--- config.mk ---
export PLATFORM = sky130hd
export DESIGN_NAME = mask_mod
export DESIGN_NICKNAME = d
export VERILOG_FILES = /design/src/rtl/mask_mod.sv
export SDC_FILE = /design/constraint.sdc
export NUM_CORES = 1
export LEC_CHECK = 0
export ABC_AREA = 0
export ABC_CLOCK_PERIOD_IN_PS = 7600
export BUFFER_PORTS_ARGS = -buffer_cell sky130_fd_sc_hd__buf_2
export CAP_MARGIN = 30
export CELL_PAD_IN_SITES_DETAIL_PLACEMENT = 0
export CELL_PAD_IN_SITES_GLOBAL_PLACEMENT = 2
export CORE_UTILIZATION = 44
export CTS_CLUSTER_DIAMETER = 40
export DETAILED_ROUTE_END_ITERATION = 8
export PLACE_DENSITY_LB_ADDON = 0.1
export SYNTH_ARGS = -nofsm -noshare
export SYNTH_HDL_FRONTEND = slang
export SYNTH_SLANG_ARGS = --single-unit
--- constraint.sdc ---
create_clock -name clk -period 7.6 [get_ports clk]
set_input_delay 0 -clock clk [delete_from_list [all_inputs] [get_ports clk]]
set_output_delay 0 -clock clk [all_outputs]
set_load 0.05 [all_outputs]
--- src/rtl/mask_mod.sv ---
// M-ary ASK modulator: one-symbol buffer, phase/sample sequencer and a three-stage
// sine LUT * gain pipeline producing one signed carrier sample per clk while running.
module mask_mod #(
  parameter int DW          = 12,
  parameter int SYM_BITS    = 2,
  parameter int LUT_DEPTH   = 25,
  parameter int CYC_PER_SYM = 1,
  parameter int GF          = 8
) (
  input  logic                 clk,
  input  logic                 rstn,
  input  logic                 clr,
  input  logic                 sym_valid,
  input  logic [SYM_BITS-1:0]  sym_data,
  output logic                 sym_ready,
  output logic signed [DW-1:0] dout,
  output logic                 dout_valid,
  output logic                 sym_start,
  output logic                 underrun,
  output logic                 busy
);

  localparam int L   = 2 ** SYM_BITS;
  localparam int SPS = LUT_DEPTH * CYC_PER_SYM;
  localparam int PW  = (LUT_DEPTH > 1) ? $clog2(LUT_DEPTH) : 1;
  localparam int CW  = $clog2(SPS);
  localparam int GW  = GF + 1;
  localparam int PRW = DW + GF + 2;
  localparam logic [PW-1:0] LAST_PHASE = PW'(LUT_DEPTH - 1);
  localparam logic [CW-1:0] LAST_CNT   = CW'(SPS - 1);

  // round((2**(DW-1)-1)*sin(2*pi*n/LUT_DEPTH)) via a Q28 Taylor series, folded to [0, pi]
  function automatic logic [DW-1:0] sine_entry(input int n);
    longint pi_q, x, x2, term, sum, amp, mag;
    int     m;
    logic   neg;
    pi_q = 64'sd843314857;
    neg  = (2 * n > LUT_DEPTH);
    m    = neg ? LUT_DEPTH - n : n;
    x    = (2 * pi_q * m) / LUT_DEPTH;
    x2   = (x * x) >>> 28;
    term = x;
    sum  = x;
    for (int k = 1; k <= 12; k++) begin
      term = -((term * x2) >>> 28) / ((2 * k) * (2 * k + 1));
      sum  = sum + term;
    end
    amp = (longint'(1) <<< (DW - 1)) - 1;
    mag = (amp * sum + (longint'(1) <<< 27)) >>> 28;
    return DW'(neg ? -mag : mag);
  endfunction

  function automatic logic [LUT_DEPTH*DW-1:0] build_sine_rom();
    logic [LUT_DEPTH*DW-1:0] rom;
    rom = '0;
    for (int n = 0; n < LUT_DEPTH; n++) rom[n*DW +: DW] = sine_entry(n);
    return rom;
  endfunction

  function automatic logic [L*GW-1:0] build_gain_rom();
    logic [L*GW-1:0] rom;
    rom = '0;
    for (int k = 0; k < L; k++)
      rom[k*GW +: GW] = GW'((k * (2 ** GF) + (L - 1) / 2) / (L - 1));
    return rom;
  endfunction

  localparam logic [LUT_DEPTH*DW-1:0] SINE_ROM = build_sine_rom();
  localparam logic [L*GW-1:0]         GAIN_ROM = build_gain_rom();

  typedef enum logic {IDLE, RUN} state_t;

  state_t                state;
  logic [PW-1:0]         phase;
  logic [PW-1:0]         phase_next;
  logic [CW-1:0]         sample_cnt;
  logic [SYM_BITS-1:0]   level;
  logic                  first;
  logic                  buf_full;
  logic [SYM_BITS-1:0]   buf_data;
  logic                  s1_valid;
  logic                  s1_first;
  logic signed [DW-1:0]  s1_sine;
  logic [GW-1:0]         s1_gain;
  logic signed [PRW-1:0] sine_ext;
  logic signed [PRW-1:0] gain_ext;
  logic signed [PRW-1:0] product;

  assign phase_next = (phase == LAST_PHASE) ? '0 : phase + 1'b1;
  assign sym_ready  = !buf_full;
  assign busy       = (state == RUN) || s1_valid || dout_valid;
  assign sine_ext   = PRW'(s1_sine);
  assign gain_ext   = PRW'({1'b0, s1_gain});
  assign product    = sine_ext * gain_ext;

  // Sequencer (stage S0): the buffer can only be consumed while full and only accepts
  // while empty, so a refill always lands the cycle after a boundary consume.
  always_ff @(posedge clk or negedge rstn) begin
    if (!rstn) begin
      state      <= IDLE;
      phase      <= '0;
      sample_cnt <= '0;
      level      <= '0;
      first      <= 1'b0;
      buf_full   <= 1'b0;
      buf_data   <= '0;
      underrun   <= 1'b0;
    end else if (clr) begin
      state      <= IDLE;
      phase      <= '0;
      sample_cnt <= '0;
      level      <= '0;
      first      <= 1'b0;
      buf_full   <= 1'b0;
      buf_data   <= '0;
      underrun   <= 1'b0;
    end else begin
      underrun <= 1'b0;
      if (sym_valid && !buf_full) begin
        buf_full <= 1'b1;
        buf_data <= sym_data;
      end
      case (state)
        IDLE: begin
          if (buf_full) begin
            state      <= RUN;
            level      <= buf_data;
            phase      <= '0;
            sample_cnt <= '0;
            first      <= 1'b1;
            buf_full   <= 1'b0;
          end
        end
        RUN: begin
          if (sample_cnt == LAST_CNT) begin
            if (buf_full) begin
              level      <= buf_data;
              phase      <= phase_next;
              sample_cnt <= '0;
              first      <= 1'b1;
              buf_full   <= 1'b0;
            end else begin
              state      <= IDLE;
              phase      <= '0;
              sample_cnt <= '0;
              first      <= 1'b0;
              underrun   <= 1'b1;
            end
          end else begin
            phase      <= phase_next;
            sample_cnt <= sample_cnt + 1'b1;
            first      <= 1'b0;
          end
        end
      endcase
    end
  end

  // S1 registers the LUT read and gain; S2 scales with a flooring arithmetic shift.
  always_ff @(posedge clk or negedge rstn) begin
    if (!rstn) begin
      s1_valid   <= 1'b0;
      s1_first   <= 1'b0;
      s1_sine    <= '0;
      s1_gain    <= '0;
      dout       <= '0;
      dout_valid <= 1'b0;
      sym_start  <= 1'b0;
    end else if (clr) begin
      s1_valid   <= 1'b0;
      s1_first   <= 1'b0;
      s1_sine    <= '0;
      s1_gain    <= '0;
      dout       <= '0;
      dout_valid <= 1'b0;
      sym_start  <= 1'b0;
    end else begin
      s1_valid   <= (state == RUN);
      s1_first   <= (state == RUN) && first;
      s1_sine    <= SINE_ROM[phase*DW +: DW];
      s1_gain    <= GAIN_ROM[level*GW +: GW];
      dout_valid <= s1_valid;
      sym_start  <= s1_valid && s1_first;
      dout       <= s1_valid ? DW'(product >>> GF) : '0;
    end
  end

endmodule

==> results of run 1 <==
==> through the flow <==
stage / area (um^2) / std cells
6_report: 6340 / 836
5_1_grt: 6340 / 836
4_1_cts: 6340 / 836
3_5_place_dp: 6140 / 824
3_3_place_gp: 6140 / 823
2_1_floorplan: 5880 / 647
==> final timing paths <==
path                                     to  cells after the start  slack [ns]        from
worst min-delay path            buf_data[1]                      2        0.11         clr
worst min register to register    sym_start                      1        0.47    s1_first
max in group asynchronous           dout[9]                      3        6.79        rstn
worst max register to register      dout[6]                     19        2.00  s1_gain[6]
worst max-delay path                dout[6]                     19        2.00  s1_gain[6]
min in group asynchronous           dout[1]                      3        0.35        rstn
==> cells in the mapped netlist (all sizes together) (7+ instances only) <==
| cell | instances |
|---|---|
| inv | 137 |
| fa | 73 |
| ha | 62 |
| nand2 | 62 |
| dfrtp | 50 |
| nor2 | 34 |
| a21oi | 25 |
| o21ai | 23 |
| and2 | 22 |
| clkbuf | 17 |
| xor2 | 14 |
| nor3 | 13 |
| xnor2 | 10 |
| nand3 | 8 |
| nor2b | 8 |
| mux2i | 7 |
| o21bai | 7 |
==> final cells by class <==
| class | instances | area [um^2] |
|---|---|---|
| Sequential cell | 50 | 1250 |
| Timing Repair Buffer | 28 | 163 |
| Tap cell | 172 | 215 |
| Clock buffer | 5 | 125 |
| Clock inverter | 3 | 28.8 |
| Multi-Input combinational cell | 440 | 4040 |
| Fill cell | 1253 | 6490 |
| Inverter | 138 | 518 |
==> cell families after synthesis <==
family	Yosys count	share of synthesized area
simple gates	170	0.139
buf+inv	157	0.100
fa+ha+maj	135	0.381
compound gates	103	0.115
flops	50	0.213
xor+xnor	24	0.0358
mux	8	0.0158
==> state kept, by name, summed over array words and instances (netlist names) <==
register / cells
s1_sine: 12
level: 2
dout_valid: 1
buf_data: 2
sym_start: 1
underrun: 1
s1_first: 1
dout: 12
first: 1
s1_valid: 1
state: 1
phase: 5
sample_cnt: 5
buf_full: 1
s1_gain: 4
==> layout by cell type, fill, tap and decap left out, drive strengths merged, types with 5 or more instances in the layout <==
| cell type | count |
|---|---|
| ha | 62 |
| xnor2 | 10 |
| xor2 | 14 |
| o21ai | 23 |
| clkbuf | 5 |
| nor3 | 13 |
| o21bai | 7 |
| a311oi | 5 |
| a21oi | 25 |
| inv | 138 |
| buf | 24 |
| nor3b | 6 |
| nor2 | 34 |
| mux2i | 7 |
| nor2b | 8 |
| nand2 | 62 |
| a21o | 6 |
| dfrtp | 50 |
| and2 | 22 |
| a31oi | 6 |
| o21a | 6 |
| nand3 | 8 |
| fa | 73 |
| a211oi | 5 |
==> repair_timing <==
action,CTS,global route
gates resized for setup,0,0
hold buffers,4,0
setup endpoints to repair,0,0
hold endpoints to repair,53,0
==> layer usage <==
layer	GRT usage	up-vias	wire length, um
met3	0.0300	15	352
met2	0.380	60	6780
met5	0	-	0
met1	0.263	2158	5860
met4	0.0465	0	245
li1	-	2100	-
==> power groups by stage <==
| stage | Sequential [mW] | Combinational, mW | Clock, mW |
|---|---|---|---|
| finish | 0.285 | 0.0580 | 0.235 |
| global route | 0.286 | 0.0664 | 0.253 |
| CTS | 0.285 | 0.0595 | 0.243 |
| detailed placement | 0.290 | 0.0575 | 0 |
| global placement | 0.290 | 0.0568 | 0 |
| floorplan | 0.285 | 0.0406 | 0 |
==> flow_summary.yaml, run 1 <==
power:
  power.switching_mw: 0.158
  comb_power_share: 0.100
  p_sw_frac: 0.274
  peakVddDrop_mv: 0.0853
  finalPower_mw: 0.578
  p_clk_frac: 0.406
  pwr-share-seq: 0.494
  leakagePower_nw: 3.44
  p_int_mw: 0.419
  power_density_nw_per_um2: 91.2
clock_network:
  cts-htree-levels: 2
  post-cts-setup-buffers: 0
  clock_tree.buffer_depth: 2
  cts_tree: "done"
  insertion_delay_ns: 0.30
  cts_buffers: 5
  cts.sinks: 50
  path_clk_slew_ns: 0.08
  clk_root_buffer_cell: "clkbuf_16"
sta:
  worst_pin_slew_ns: 0.895
  fin_worst_skew_ns: 0.00798
  slew_viol_final: 0
  hold_slack_ns: 0.113
  slew_headroom: 0.403
  fin_ws_ns: 2.00
  period_minus_slack_ns: 5.60
  max_freq_mhz: 178
  setup_tns_ns: 0
  finalHoldViolCount: 0
  rsz0062_at_grt: "no"
  setup_violations: 0
  min_period_over_period: 0.737
floorplan:
  coreArea_um2: 12800
  pin_count: 23
  initial_core_util: 0.458
  rows: 41
  dieArea_um2: 13800
  die_w_um: 118
  die_h_um: 118
logic_synthesis:
  synth_top_cell_by_area: "fa_1"
  yosysWarnings: 0
  synth_ff_type: "dfrtp_1"
  ys_types: 52
  ys_ff_latch: 50
  ys_seq_area_frac: 0.213
  async_flop_share: 1.00
  synth_nets: 788
  syn_area_um2: 5880
  yosys-top-cells-area: "fa_1, dfrtp_1, ha_1"
  synthCells: 647
  avgSynthCellArea_um2: 9.09
  synth_edf_count: 0
  yosysTopAreaCellShare: 0.249
layout:
  num-nets-final: 804
  area_growth_pct: 7.81
  post-route-util: 0.494
  drive_gt1_frac: 0.0572
  insertedDiodeCount: 0
critical_path:
  start_kind: "flop"
  critical_path.slowest_cell: "dfrtp_1"
  crit_buf_inv: 4
  cp.arrival_ns: 5.75
  critPathTopFamily: "adder cells"
  crit_chain: "nand2_1 -> xor2_1 -> ha_1 -> o21bai_1 -> fa_1 -> inv_1 -> fa_1 -> inv_1 -> fa_1 -> inv_1 -> fa_1 -> inv_1 -> ha_1 -> and4_1 -> a221oi_1 -> o21ai_0 -> o21ai_0 -> a21o_1 -> a21oi_1"
  cp_max_fo: 15
  cpPeakStageDelay_ns: 0.71
  critPathRequiredTime_ns: 7.75
  end_kind: "flop"
  crit_type: "reg2reg"
route:
  num_vias: 4333
  drt_iter0_markers: 191
  wire_per_inst_um: 15.8
  drc: 0
  vias_per_cell: 5.18
  first_pass_iters: 6
  routed_wl_mm: 13.2
  drtAntennaViolNets: 0
placement:
  pre_cts_ws_ns: 2.00
  place.port_buffers: 22
  dpl.hpwl_mm: 10.8
  gp_congestion: 0.829
min_path:
  min_path_type: "in2reg"
grt:
  grt_pass1_wl_mm: 23.0
  grt_overflow: 0
  antenna_found_initial: 0
  grt_pass1_vias: 4680
  grtUsageTotal: 0.210
  grt_max_degree: 51
flow_run:
  max-cap-violations: 0
outcome:
  status: "finished, final reports clean"
No activity file was read; power rests on OpenSTA's default activity.
==> run 2, diff against run 1 <==
- ABC_CLOCK_PERIOD_IN_PS: 7600 -> 5400
- CORE_UTILIZATION: 44 -> 41
- clock period: 7.6 -> 5.4 ns (I/O delays scaled with it)
==> run 2 against run 1 <==
  * Sequential share of layout area decreased by 0.61 points
  * Clock-buffer cell count rose by 1
  * Global-route usage is 1.3 points lower
  * Fmax rose by 9.7%
  * Flip-flop and latch count unchanged
  * Worst hold slack improved by 0.019 ns
  * Critical endpoint is now dout[11]
==> flow_summary.yaml, run 2 (same netlist as run 1, synthesis figures left out) <==
sta:
  max_freq_mhz: 196
  fin_ws_ns: 0.293
  setup_tns_ns: 0
  finalHoldViolCount: 0
  rsz0062_at_grt: "no"
  min_period_over_period: 0.946
  slew_headroom: 0.391
  period_minus_slack_ns: 5.11
  slew_viol_final: 0
  fin_worst_skew_ns: 0.00473
  worst_pin_slew_ns: 0.913
  setup_violations: 0
clock_network:
  cts_buffers: 5
  clock_tree.buffer_depth: 2
  insertion_delay_ns: 0.30
  path_clk_slew_ns: 0.07
  cts.sinks: 50
  clk_root_buffer_cell: "clkbuf_16"
  cts-htree-levels: 2
  cts_tree: "done"
critical_path:
  critPathRequiredTime_ns: 5.63
  start_kind: "flop"
  end_kind: "flop"
  cp.arrival_ns: 5.33
  cp_max_fo: 7
  crit_type: "reg2reg"
  reg2reg_slack_ns: 0.29
power:
  power_density_nw_per_um2: 134
  peakVddDrop_mv: 0.0908
  leakagePower_nw: 3.55
route:
  num_vias: 4389
  vias_per_cell: 5.08
  drc: 0
  drt_iter0_markers: 243
  first_pass_iters: 5
  drtAntennaViolNets: 0
  routed_wl_mm: 12.9
  wire_per_inst_um: 14.9
placement:
  pre_cts_ws_ns: 0.0759
  dpl.hpwl_mm: 10.5
  gp_congestion: 0.812
  place.port_buffers: 22
floorplan:
  dieArea_um2: 14800
  die_w_um: 122
  rows: 43
  coreArea_um2: 13900
  initial_core_util: 0.422
  pin_count: 23
  die_h_um: 122
outcome:
  status: "finished, final reports clean"
grt:
  grt_max_degree: 31
  antenna_found_initial: 0
  grt_overflow: 0
  grt_pass1_vias: 4531
  grt_pass1_wl_mm: 22.2
  grtUsageTotal: 0.196
flow_run:
  max-cap-violations: 0
layout:
  layout_commonest_cell: "inv_1"
  insertedDiodeCount: 0
  area_growth_pct: 11.5
  multiInputGateArea_um2: 4060
  largestRegisters: "dout: 12 flops, s1_sine: 12 flops"
  final_cell_mix: "inv_1, fa_1, ha_1"
  drive_gt1_frac: 0.0950
  seqCellArea_um2: 1250
  num-nets-final: 824
  num-fill-cells: 1387
min_path:
  min_path_type: "in2reg"
[run 2: area by class of cell]
cell class / count / share of cell area
Clock buffer: 6 / 0.0212
Clock inverter: 2 / 0.00592
Inverter: 138 / 0.0791
Multi-Input combinational cell: 440 / 0.620
Sequential cell: 50 / 0.191
Tap cell: 180 / 0.0344
Timing Repair Buffer: 48 / 0.0481
[run 2: worst max-delay path, cell delays in order (launching register included)]
cell and delay (ns):
dfrtp_2 0.46, clkbuf_4 0.20, nand2_2 0.12, inv_1 0.07, fa_1 0.59, fa_1 0.46
fa_1 0.50, fa_1 0.49, inv_1 0.05, fa_1 0.49, inv_1 0.06, ha_4 0.29
nand4_1 0.13, or2_2 0.33, a311o_1 0.38, a31oi_2 0.20, mux2i_1 0.19
[run 2: per-stage QoR]
| stage | total power [mW] | hold WS (ns) | area [um^2] | cells | utilization |
|---|---|---|---|---|---|
| 6_report | 0.875 | 0.132 | 6550 | 864 | 0.470 |
| 5_1_grt | 0.916 | 0.154 | 6550 | 864 | 0.470 |
| 4_1_cts | 0.896 | 0.120 | 6500 | 861 | 0.467 |
| 3_5_place_dp | 0.493 | 0.0309 | 6280 | 849 | 0.451 |
| 3_3_place_gp | 0.493 | 0.0241 | 6280 | 849 | 0.451 |
| 2_1_floorplan | 0.458 | -0.296 | 5880 | 647 | - |
[run 2: timing repair]
action                     CTS  global route
hold endpoints to repair    23             0
resized for setup            0             9
setup buffers                0             3
hold buffers                 4             0
setup endpoints to repair    0             8
[run 2: report_power, final]
| part | switching [mW] | internal (mW) | leakage [nW] |
|---|---|---|---|
| combinational | 0.0559 | 0.0301 | 2.77 |
| sequential | 0.0167 | 0.385 | 0.687 |
| clock | 0.154 | 0.233 | 0.0875 |
[run 2: worst paths after layout]
kind | start | to | cells after the start
max in group asynchronous | rstn | s1_gain[6] | 3
min in group asynchronous | rstn | dout[1] | 2
worst max register to register | s1_gain[6] | dout[11] | 16
worst min-delay path | clr | buf_data[0] | 2
worst min register to register | s1_first | sym_start | 1
worst max-delay path | s1_gain[6] | dout[11] | 16
[run 2: per-layer routing]
layer  part of all wire  GRT usage  routed length, um
met5                  0          0                  0
met4              0.015     0.0556                198
met3              0.023     0.0243                298
met2               0.50      0.341               6400
met1               0.46      0.256               5990
